--- config.mk ---
export PLATFORM = sky130hd
export DESIGN_NAME = branch_resolve
export DESIGN_NICKNAME = d
export VERILOG_FILES = /design/src/rtl/branch_resolve.sv
export SDC_FILE = /design/constraint.sdc
export NUM_CORES = 1
export LEC_CHECK = 0
export ABC_AREA = 0
export CELL_PAD_IN_SITES_DETAIL_PLACEMENT = 1
export CELL_PAD_IN_SITES_GLOBAL_PLACEMENT = 2
export CORE_AREA = 2 2 153 155
export DETAILED_ROUTE_END_ITERATION = 16
export DIE_AREA = 0 0 155 157
export PLACE_DENSITY_LB_ADDON = 0.1
export SYNTH_ARGS = -nofsm -noshare
export SYNTH_HDL_FRONTEND = slang
export SYNTH_SLANG_ARGS = --single-unit
--- constraint.sdc ---
create_clock -name clk -period 7.5 [get_ports clk]
set_input_delay 1.5 -clock clk [delete_from_list [all_inputs] [get_ports clk]]
set_output_delay 1.5 -clock clk [all_outputs]
set_load 0.05 [all_outputs]
--- src/rtl/branch_resolve.sv ---
// EX-stage branch/JAL/JALR resolution: target compute, IF/ID/EX flush, redirect to fetch.
// Latency: taken at T -> flush + redirect_valid at T+1; redirect held until redirect_ready.
// Backpressure: busy holds decode while redirecting; optional counters under BRANCH_RESOLVE_PERF_EN.
module branch_resolve #(
    parameter int XLEN   = 32,
    parameter int PERF_W = 32
) (
    input  logic              clk,
    input  logic              rst_n,
    input  logic              ex_valid,
    input  logic              is_branch,
    input  logic              is_jal,
    input  logic              is_jalr,
    input  logic              br_en,
    input  logic [XLEN-1:0]   pc,
    input  logic [XLEN-1:0]   imm,
    input  logic [XLEN-1:0]   rs1_v,
    output logic              redirect_valid,
    output logic [XLEN-1:0]   redirect_pc,
    input  logic              redirect_ready,
    output logic              flush,
    output logic              misalign,
    output logic              busy,
    output logic [PERF_W-1:0] perf_br,
    output logic [PERF_W-1:0] perf_taken,
    output logic [PERF_W-1:0] perf_wait
);

    typedef enum logic [1:0] {
        S_IDLE     = 2'd0,
        S_REDIRECT = 2'd1,
        S_WAIT     = 2'd2
    } state_t;

    state_t            state_q, state_d;
    logic [XLEN-1:0]   target_q, target_d;
    logic              misalign_q, misalign_d;

    logic              taken;
    logic              cond_resolve;
    logic [XLEN-1:0]   target;

    // JALR wins over JAL, JAL over a conditional branch when flags overlap.
    always_comb begin
        taken        = ex_valid & (is_jalr | is_jal | (is_branch & br_en));
        cond_resolve = ex_valid & is_branch & ~is_jal & ~is_jalr;
        if (is_jalr) begin
            target = (rs1_v + imm) & ~{{(XLEN-1){1'b0}}, 1'b1};
        end else begin
            target = pc + imm;
        end
    end

    always_comb begin
        state_d    = state_q;
        target_d   = target_q;
        misalign_d = 1'b0;
        case (state_q)
            S_IDLE: begin
                if (taken) begin
                    if (target[1]) begin
                        misalign_d = 1'b1;
                    end else begin
                        target_d = target;
                        state_d  = S_REDIRECT;
                    end
                end
            end
            S_REDIRECT: begin
                state_d = redirect_ready ? S_IDLE : S_WAIT;
            end
            S_WAIT: begin
                if (redirect_ready) begin
                    state_d = S_IDLE;
                end
            end
            default: begin
                state_d = S_IDLE;
            end
        endcase
    end

    always_ff @(posedge clk) begin
        if (!rst_n) begin
            state_q    <= S_IDLE;
            target_q   <= '0;
            misalign_q <= 1'b0;
        end else begin
            state_q    <= state_d;
            target_q   <= target_d;
            misalign_q <= misalign_d;
        end
    end

    assign redirect_valid = (state_q != S_IDLE);
    assign redirect_pc    = target_q;
    assign flush          = (state_q == S_REDIRECT);
    assign misalign       = misalign_q;
    assign busy           = (state_q != S_IDLE);

`ifdef BRANCH_RESOLVE_PERF_EN
    logic [PERF_W-1:0] perf_br_q, perf_br_d;
    logic [PERF_W-1:0] perf_taken_q, perf_taken_d;
    logic [PERF_W-1:0] perf_wait_q, perf_wait_d;

    // Only instructions seen in IDLE are resolved; wrong-path ones never count.
    always_comb begin
        perf_br_d    = perf_br_q;
        perf_taken_d = perf_taken_q;
        perf_wait_d  = perf_wait_q;
        if (state_q == S_IDLE && cond_resolve) begin
            perf_br_d = perf_br_q + 1'b1;
            if (br_en) begin
                perf_taken_d = perf_taken_q + 1'b1;
            end
        end
        if (state_q == S_WAIT) begin
            perf_wait_d = perf_wait_q + 1'b1;
        end
    end

    always_ff @(posedge clk) begin
        if (!rst_n) begin
            perf_br_q    <= '0;
            perf_taken_q <= '0;
            perf_wait_q  <= '0;
        end else begin
            perf_br_q    <= perf_br_d;
            perf_taken_q <= perf_taken_d;
            perf_wait_q  <= perf_wait_d;
        end
    end

    assign perf_br    = perf_br_q;
    assign perf_taken = perf_taken_q;
    assign perf_wait  = perf_wait_q;
`else
    logic unused_cond;
    assign unused_cond = cond_resolve;
    assign perf_br     = '0;
    assign perf_taken  = '0;
    assign perf_wait   = '0;
`endif

endmodule

# Yosys cells after proc, flatten, opt, wreduce, memory -nomap -nowiden
# Index checks and enable logic that the tools add are counted.
word_totals:
  out_inout_bits: 132
  reg_bits: 34
op_classes:
  add_sub_neg: 2
  reduce_logical: 5
  bitwise: 5
  n_eq_ne: 5
  n_mux: 7
ops:
  columns: ["operator", "n"]
  rows:
  - ["$add 32x32->32", 2]
  - ["$mux 32", 1]
  - ["$reduce_and 3->1", 3]
  - ["$mux 2", 4]
  - ["$ne 2x2->1 const B", 3]
  - ["$pmux 2 s3", 1]
  - ["$and 1x1->1", 2]
  - ["$eq 2x1->1 const B", 1]
  - ["$eq 2x2->1 const B", 1]
  - ["$logic_not 2->1", 1]
  - ["$or 1x1->1", 2]
  - ["$reduce_bool 2->1", 1]
  - ["$mux 1", 1]
  - ["$not 1->1", 1]

# Longest topological paths before layout
# Gate-level depths: netlist (run 1).
logic_depth:
  word_depth: 5
  mapped_depth: 11

# Worst setup path after synthesis (run 1)
# OpenSTA, ideal clock, no wires.
synth_timing:
  path_type: "input to register"
  from: "in pc[1]"
  to: "reg target_q[19], in the netlist redirect_pc[19]"
  required_time_ns: 7.383
  n_path_buf: 0
  setup_ns: 0.117
  path_stages: 9
  arrival_time_ns: 3.673
  setup_slack_ns: 3.710
  cell_sequence: "ha_1 > a211oi_2 > o21bai_1 > a2111o_1 > a41o_1 > a31oi_4 > o21bai_1 > or4_1 > o2111a_1"
synth_via:
  elab_chain_len: 4
synth_rtl:
  columns: ["element", "line_no", "text"]
  rows:
  - ["start, declared", "15", "input logic [XLEN-1:0] pc,"]
  - ["$add 32x32->32 (*)", "50", "target = pc + imm;"]
  - ["$mux 32 (*)", "47", "if (is_jalr) begin"]
  - ["$not 1->1 (no line)", null, null]
  - ["$reduce_and 3->1 (no line)", null, null]
  - ["end signal, assigned", "90", "target_q <= target_d;"]
  - ["end, declared", "36", "logic [XLEN-1:0] target_q, target_d;"]
# Mark *: on every way between the ends. The rest lies on a longest branch, timed or not.
# A chain may end at the register's enable or synchronous reset.

# Worst setup path after layout (run 1)
layout_timing:
  from: "in imm[4]"
  to: "reg target_q[31], in the netlist redirect_pc[31]"
layout_via:
  elab_chain_len: 2
  word_cells_on_any_way: 3
layout_rtl:
  columns: ["element", "line_no", "text"]
  rows:
  - ["start, declared", "16", "input logic [XLEN-1:0] imm,"]
  - ["$add 32x32->32 (on tied branches)", "50, 48", null]
  - ["$mux 32 (*)", "47", null]
# Marks and branches as above.

==> summary.md, run 1 <==
| Metric | Value |
|---|---|
| Detailed router's first-iteration violation count | `232` |
| Layout cell share with drive strength beyond 1 | `2.071%` |
| Average cell area after synthesis | `7.357 µm²` |
| Critical path launch point | `imm[4]` |
| Routed Antenna Nets | `0` |
| Final setup fails | `0` |
| Synth cell types | `63` |
| Register bit total from synthesis | `34` |
| CTS Buf Count | `5` |
| Cell Int Power | `0.0005925 W` |
| First-pass GRT wire length | `32150 µm` |
| Clk_lat worst skew | `0.28 ns` |
| Syn Std Cell Area | `0.005584 mm²` |
| Cell Rows | `55` |
| Warnings from Yosys | `0` |
| Setup slack after layout | `2.953 ns` |
| Residual DRC | `0` |
| Sequential Power Share | `18.8%` |
| Final hold viol count | `0` |
| Vias | `5769` |
| Die height | `157 µm` |
| Dpl cell area | `0.006828 mm²` |
| CTS clk-pin slew, worst paths | `0.05 ns` |
| Max IR drop VDD | `77.38 µV` |
| P&R area growth vs syn | `25.18%` |
| Post-synth EDFFs | `0` |
| Routability cong. | `0.8811` |
| CTS Hold Bufs | `0` |
| WP data arrival | `4.73 ns` |
| Via/cell ratio | `4.999` |
| Setup slack, reg-to-reg | `4.71 ns` |
| Diodes inserted | `0` |
| Unrepaired setup endpoints after global routing | `false` |
| Worst slew pin tran | `0.8740 ns` |
| Die area | `0.02434 mm²` |
| Most used DFF post-synth | `dfxtp_1` |
| P_sw | `0.0005511 W` |
| # resized after CTS | `0` |
| Critical path peak fanout | `5` |
| Final min period | `4.547 ns` |
| Routed WL per cell | `18.29 µm` |
| Async set-reset flop share out of synthesis | `0%` |
| Layout Nets | `1035` |
| Hold Crit Start | `redirect_pc[0]` |
| Pre-CTS WS | `2.613 ns` |
| Total of max-cap violations | `0` |
| PD cells | `163.6 mW/mm²` |
| RR Startpoint | `state_q[0]` |
| Final period util | `60.62%` |
| Comb power frac | `61.1%` |
| Largest net degree at the start of global routing | `45` |
| Maximum clock path buffer count | `2` |
| Final Skew | `0.003111 ns` |
| CP Launch Type | `input port` |
| Gr usage total | `16.63%` |
| CTS tree | `built` |
| Clock power frac | `20.1%` |
| H-tree level count | `2` |
| Cell count after synthesis | `759` |
| GRT Residual Overflow | `0` |
| Req. time, crit path | `7.68 ns` |
| Leakage power | `2.984 nW` |
| IO buf count | `138` |
| Horiz. Die Dim | `155 µm` |
| WS Path Type | `in -> reg` |
| Starting Density | `24.82%` |
| Total wire length | `21100 µm` |
| Clk sinks | `34` |
| CP endpoint kind | `flop` |
| Initial antenna violation count | `0` |
| Clk root buf | `clkbuf_16` |
| Sequential area share after synthesis | `12.19%` |
| Pre-antenna DRT Iters | `4` |
| Vias in the first global route | `5754` |
| Finished Cell Area | `0.006990 mm²` |
| Slew headroom | `41.52%` |
| Hold Crit Class | `reg -> reg` |
| Core box area | `0.02250 mm²` |
| Sw frac | `48.19%` |
| Slew Viols, Final | `0` |
| Fmax | `0.2199 GHz` |
| Sum Neg Setup Slack | `0 ns` |
| Top Ports | `236` |
| Setup bufs post-CTS | `0` |
| Detailed-placement wirelength estimate | `17870 µm` |
| Status | `complete, no violations` |
[metrics by stage]
stage,utilization (%),instances,hold slack [ns],total power [W]
after global routing,31.06,1154,0.4941,0.001214
after global placement,30.34,1146,0.4471,0.0009141
after CTS,31.06,1154,0.4641,0.001149
after floorplan,-,855,0.5093,0.0007324
final,31.06,1154,0.4629,0.001144
after detailed placement,30.34,1146,0.4566,0.0009155
[worst max-delay path: stages]
cell             delay (ns)
clkdlybuf4s50_1        0.43
ha_1                   0.38
a21o_1                 0.19
and3_1                 0.19
nor3_1                 0.44
o21ai_0                0.30
a41oi_1                0.52
o221ai_1               0.31
mux2i_1                0.18
nor4_1                 0.27
[synthesized netlist by cell type, types with 3 or more instances]
library cell / count / area share, %
a211oi_1: 17 / 2.3
a21o_1: 30 / 4.0
a21oi_1: 63 / 5.6
a221oi_1: 4 / 0.63
a311oi_1: 4 / 0.63
a31oi_1: 17 / 1.9
and2_1: 4 / 0.45
and3_1: 17 / 1.9
buf_4: 98 / 13
clkbuf_1: 35 / 2.4
dfxtp_1: 34 / 12
ha_1: 61 / 14
inv_1: 16 / 1.1
mux2i_1: 8 / 1.4
nand2_1: 53 / 3.6
nand2b_1: 3 / 0.34
nand3_1: 23 / 2.1
nand4_1: 13 / 1.5
nor2_1: 48 / 3.2
nor2b_1: 9 / 1.0
nor3_1: 14 / 1.3
nor4_1: 6 / 0.67
o211ai_1: 6 / 0.81
o21a_1: 9 / 1.2
o21ai_0: 44 / 3.9
o21bai_1: 6 / 0.81
o221ai_1: 9 / 1.4
o31a_1: 3 / 0.47
o31ai_1: 4 / 0.54
o41ai_1: 3 / 0.47
or3_1: 8 / 0.90
xnor2_1: 24 / 3.8
xor2_1: 25 / 3.9
[power by group through the flow]
stage	Combinational [W]	Sequential, W	Clock [W]
6_report	0.000699	0.000215	0.000230
5_1_grt	0.000755	0.000217	0.000242
4_1_cts	0.000699	0.000215	0.000235
3_5_place_dp	0.000697	0.000219	0
3_3_place_gp	0.000695	0.000219	0
2_1_floorplan	0.000450	0.000282	0
[metal layers]
layer,vias to the layer above,wire length (µm),GRT usage [%]
met5,-,0,0
li1,2816,-,-
met1,2761,10770,24.63
met4,0,130,2.249
met3,10,1036,1.900
met2,182,9166,26.39
[sequential cells by signal, summed over array words and instances, names as in the netlist]
signal	cells
misalign	1
state_q	2
redirect_pc	31
[cell type report]
cell class / count / area, µm²
fill: 2737 / 15510
multi-input combinational: 670 / 4330
timing repair buffer: 140 / 1396
sequential: 34 / 680.7
tap: 285 / 356.6
clock buffer: 7 / 132.6
inverter: 17 / 63.81
clock inverter: 1 / 30.03
[cells by family after synthesis]
kind of cell,count (synthesis),synth area share (%)
buffers and inverters,151,16.76
adder cells (fa/ha/maj),63,14.38
AND/OR/NAND/NOR,204,17.59
other,1,0.06715
flip-flops,34,12.19
AO/OA/AOI/OAI,249,29.89
multiplexers,8,1.434
XOR/XNOR,49,7.685
[final timing paths]
| check | cells after the start | endpoint |
|---|---|---|
| max | 10 | redirect_pc[31] |
| min | 2 | redirect_pc[0] |
| max reg2reg | 7 | redirect_pc[28] |
| min reg2reg | 2 | redirect_pc[0] |
[placed cells by master (no fill, tap or decap), drive strengths merged, types with 13 or more instances in the layout]
cell,instances
a211oi,18
xor2,25
nand2,53
clkdlybuf4s50,138
a31oi,18
dfxtp,34
nand4,13
inv,17
and3,17
a21oi,63
a21o,30
o21ai,45
nand3,23
nor3,14
conb,97
nor2,48
ha,61
xnor2,24
(Power assumes the default switching activity.)
==> run 2, diff against run 1 <==
--- a/config.mk
+++ b/config.mk
@@ -8,9 +8,9 @@
 export ABC_AREA = 0
 export CELL_PAD_IN_SITES_DETAIL_PLACEMENT = 1
 export CELL_PAD_IN_SITES_GLOBAL_PLACEMENT = 2
-export CORE_AREA = 2 2 153 155
+export CORE_AREA = 2 2 167 169
 export DETAILED_ROUTE_END_ITERATION = 16
-export DIE_AREA = 0 0 155 157
+export DIE_AREA = 0 0 169 171
 export PLACE_DENSITY_LB_ADDON = 0.1
 export SYNTH_ARGS = -nofsm -noshare
 export SYNTH_HDL_FRONTEND = slang
==> constraint.sdc (replaced) <==
create_clock -name clk -period 3.7 [get_ports clk]
set_input_delay 0.74 -clock clk [delete_from_list [all_inputs] [get_ports clk]]
set_output_delay 0.74 -clock clk [all_outputs]
set_load 0.05 [all_outputs]
==> run 2 against run 1 <==
Core utilization down 3.3 points. Largest cell class unchanged. Sequential power is 100% higher. Worst hold slack got worse by 0.00086 ns.
==> summary.md, run 2 (synthesis results as in run 1) <==
| Metric | Value |
|---|---|
| Req. time, crit path | `3.88 ns (was 7.68 ns)` |
| P&R area growth vs syn | `36.10% (was 25.18%)` |
| WP data arrival | `3.70 ns (was 4.73 ns)` |
| Horiz. Die Dim | `169 µm (was 155 µm)` |
| Slew Viols, Final | `0 (unchanged)` |
| Worst hold slack | `0.4621 ns (was 0.4629 ns)` |
| Starting Density | `20.44% (was 24.82%)` |
| Number of flip-flops in the largest register | `31 (unchanged)` |
| Via/cell ratio | `4.682 (was 4.999)` |
| Diodes inserted | `0 (unchanged)` |
| CTS tree | `built (unchanged)` |
| Cell Chain, Critical Path | `clkdlybuf4s50_1, buf_4, ha_1, a211oi_2, o21bai_1, a2111o_1, a41o_1, a31oi_4, o21bai_1, or4_1, o2111a_1 (was clkdlybuf4s50_1, ha_1, a21o_1, and3_1, nor3_1, o21ai_0, a41oi_1, o221ai_1, mux2i_1, nor4_1)` |
| Routed WL per cell | `18.06 µm (was 18.29 µm)` |
| IO buf count | `138 (unchanged)` |
| Top Ports | `236 (unchanged)` |
| Detailed-placement wirelength estimate | `19820 µm (was 17870 µm)` |
| Status | `complete, no violations (unchanged)` |
| Pre-CTS WS | `-0.1612 ns (was 2.613 ns)` |
| Max IR drop VDD | `155.5 µV (was 77.38 µV)` |
| Maximum clock path buffer count | `2 (unchanged)` |
| CTS Hold Bufs | `0 (unchanged)` |
| H-tree level count | `2 (unchanged)` |
| GRT Residual Overflow | `0 (unchanged)` |
| Final min period | `3.517 ns` |
| Unrepaired setup endpoints after global routing | `false (unchanged)` |
| Core box area | `0.02732 mm² (was 0.02250 mm²)` |
| Commonest non-fill, non-tap cells in the layout | `clkdlybuf4s50_1 (138), conb_1 (97), buf_4 (74) (was clkdlybuf4s50_1 (138), conb_1 (97), a21oi_1 (63))` |
| Routed Antenna Nets | `0 (unchanged)` |
| Routability cong. | `0.8102 (was 0.8811)` |
| Final cell count without fillers | `1287 (was 1154)` |
| Initial antenna violation count | `0 (unchanged)` |
| First-pass GRT wire length | `35400 µm (was 32150 µm)` |
| Multi-input gate area | `0.004330 mm² (unchanged)` |
| Vias | `6026 (was 5769)` |
| Layout Nets | `1108 (was 1035)` |
| Clk_lat worst skew | `0.29 ns (was 0.28 ns)` |
| Critical path peak fanout | `5 (unchanged)` |
| Pre-antenna DRT Iters | `4 (unchanged)` |
| CTS clk-pin slew, worst paths | `0.06 ns (was 0.05 ns)` |
| Detailed router's first-iteration violation count | `262 (was 232)` |
| Die area | `0.02890 mm² (was 0.02434 mm²)` |
| Gr usage total | `15.62% (was 16.63%)` |
| PD cells | `315.5 mW/mm² (was 163.6 mW/mm²)` |
| Leakage power | `3.329 nW (was 2.984 nW)` |
| Slowest cell delay on critical path | `0.45 ns (was 0.52 ns)` |
| Layout cell share with drive strength beyond 1 | `9.777% (was 2.071%)` |
| Final period util | `95.04%` |
| Final setup fails | `0 (unchanged)` |
| Die height | `171 µm (was 157 µm)` |
| CP endpoint kind | `flop (unchanged)` |
| WS Path Type | `in -> reg (unchanged)` |
| Total of max-cap violations | `0 (unchanged)` |
| Finished Cell Area | `0.007600 mm² (was 0.006990 mm²)` |
| Worst r2r path cells | `7 (unchanged)` |
| CP Launch Type | `input port (unchanged)` |
| CTS Buf Count | `5 (unchanged)` |
| Cell mode on critical path | `o21bai_1` |
| Slowest CP cell | `clkdlybuf4s50_1 (was a41oi_1)` |
| Hold Crit Class | `reg -> reg (unchanged)` |
| Cell Count Post-Placement | `1280 (was 1146)` |
| Sequential cell area | `680.7 µm² (unchanged)` |
| Largest net degree at the start of global routing | `45 (unchanged)` |
| Residual DRC | `0 (unchanged)` |
| Fmax | `0.2844 GHz` |
| Filler cells | `3378 (was 2737)` |
| Total wire length | `23250 µm (was 21100 µm)` |
| Cell Rows | `61 (was 55)` |
| Setup slack after layout | `0.1835 ns (was 2.953 ns)` |
| Worst slew pin tran | `1.022 ns (was 0.8740 ns)` |
| Vias in the first global route | `6164 (was 5754)` |
| Hold path depth | `2 (unchanged)` |
| Clk sinks | `34 (unchanged)` |
| Setup bufs post-CTS | `0 (unchanged)` |
| Commonest non-fill, non-tap cell in the layout | `clkdlybuf4s50_1 (unchanged)` |
| Clk root buf | `clkbuf_16 (unchanged)` |
| # resized after CTS | `0 (unchanged)` |
| Dpl cell area | `0.007465 mm² (was 0.006828 mm²)` |
| Final hold viol count | `0 (unchanged)` |
| Slew headroom | `31.59% (was 41.52%)` |
| Final Skew | `0.008721 ns (was 0.003111 ns)` |
## run 2: changes by cell type in the layout (fill, tap and decap cells not counted), sizes merged
cell,delta
clkbuf,-2
buf,+73
bufinv,-1
clkinv,+2
## run 2: layout make-up
cell class / instances / area share [%]
well taps: 346 / 5.696
repair buffers: 213 / 25.75
clock buffers: 5 / 1.646
inverters: 17 / 0.8396
flip-flops and latches: 34 / 8.956
multi-input cells: 670 / 56.98
clock inverters: 2 / 0.1317
## run 2: per-layer routing
| layer | track usage (%) | vias to the layer above | share of wire [%] |
|---|---|---|---|
| li1 | - | 2956 | - |
| met1 | 22.75 | 2897 | 51 |
| met2 | 25.66 | 166 | 45 |
| met3 | 1.550 | 7 | 4.3 |
| met4 | 1.635 | 0 | 0.52 |
| met5 | 0 | - | 0 |
## run 2: worst paths after layout
kind,slack (ns),startpoint,endpoint
worst max-delay path,0.18,imm[1],redirect_pc[19]
worst min-delay path,0.46,redirect_pc[0],redirect_pc[0]
worst min register to register,0.46,redirect_pc[0],redirect_pc[0]
worst max register to register,1.15,state_q[0],redirect_pc[28]
## run 2: per-stage QoR
| stage | util [%] | TNS (ns) | total power (W) |
|---|---|---|---|
| detailed placement | 27.32 | -0.4923 | 0.001985 |
| CTS | 27.81 | 0 | 0.002410 |
| global placement | 27.32 | -0.1924 | 0.001975 |
| finish | 27.81 | 0 | 0.002398 |
| global route | 27.81 | 0 | 0.002548 |
| floorplan | - | 0 | 0.001485 |
## run 2: power by group
| part | internal (W) | switching [W] |
|---|---|---|
| Clock | 0.000244 | 0.000171 |
| Combinational | 0.000567 | 0.000979 |
| Sequential | 0.000408 | 0.0000284 |
| Total | 0.00122 | 0.00118 |
## run 2: worst max-delay path: cells and delay by family
kind / cells / cell delay (ns)
AO/OA/AOI/OAI: 7 / 1.65
adder cells (fa/ha/maj): 1 / 0.29
buffers and inverters: 2 / 0.60
AND/OR/NAND/NOR: 1 / 0.41
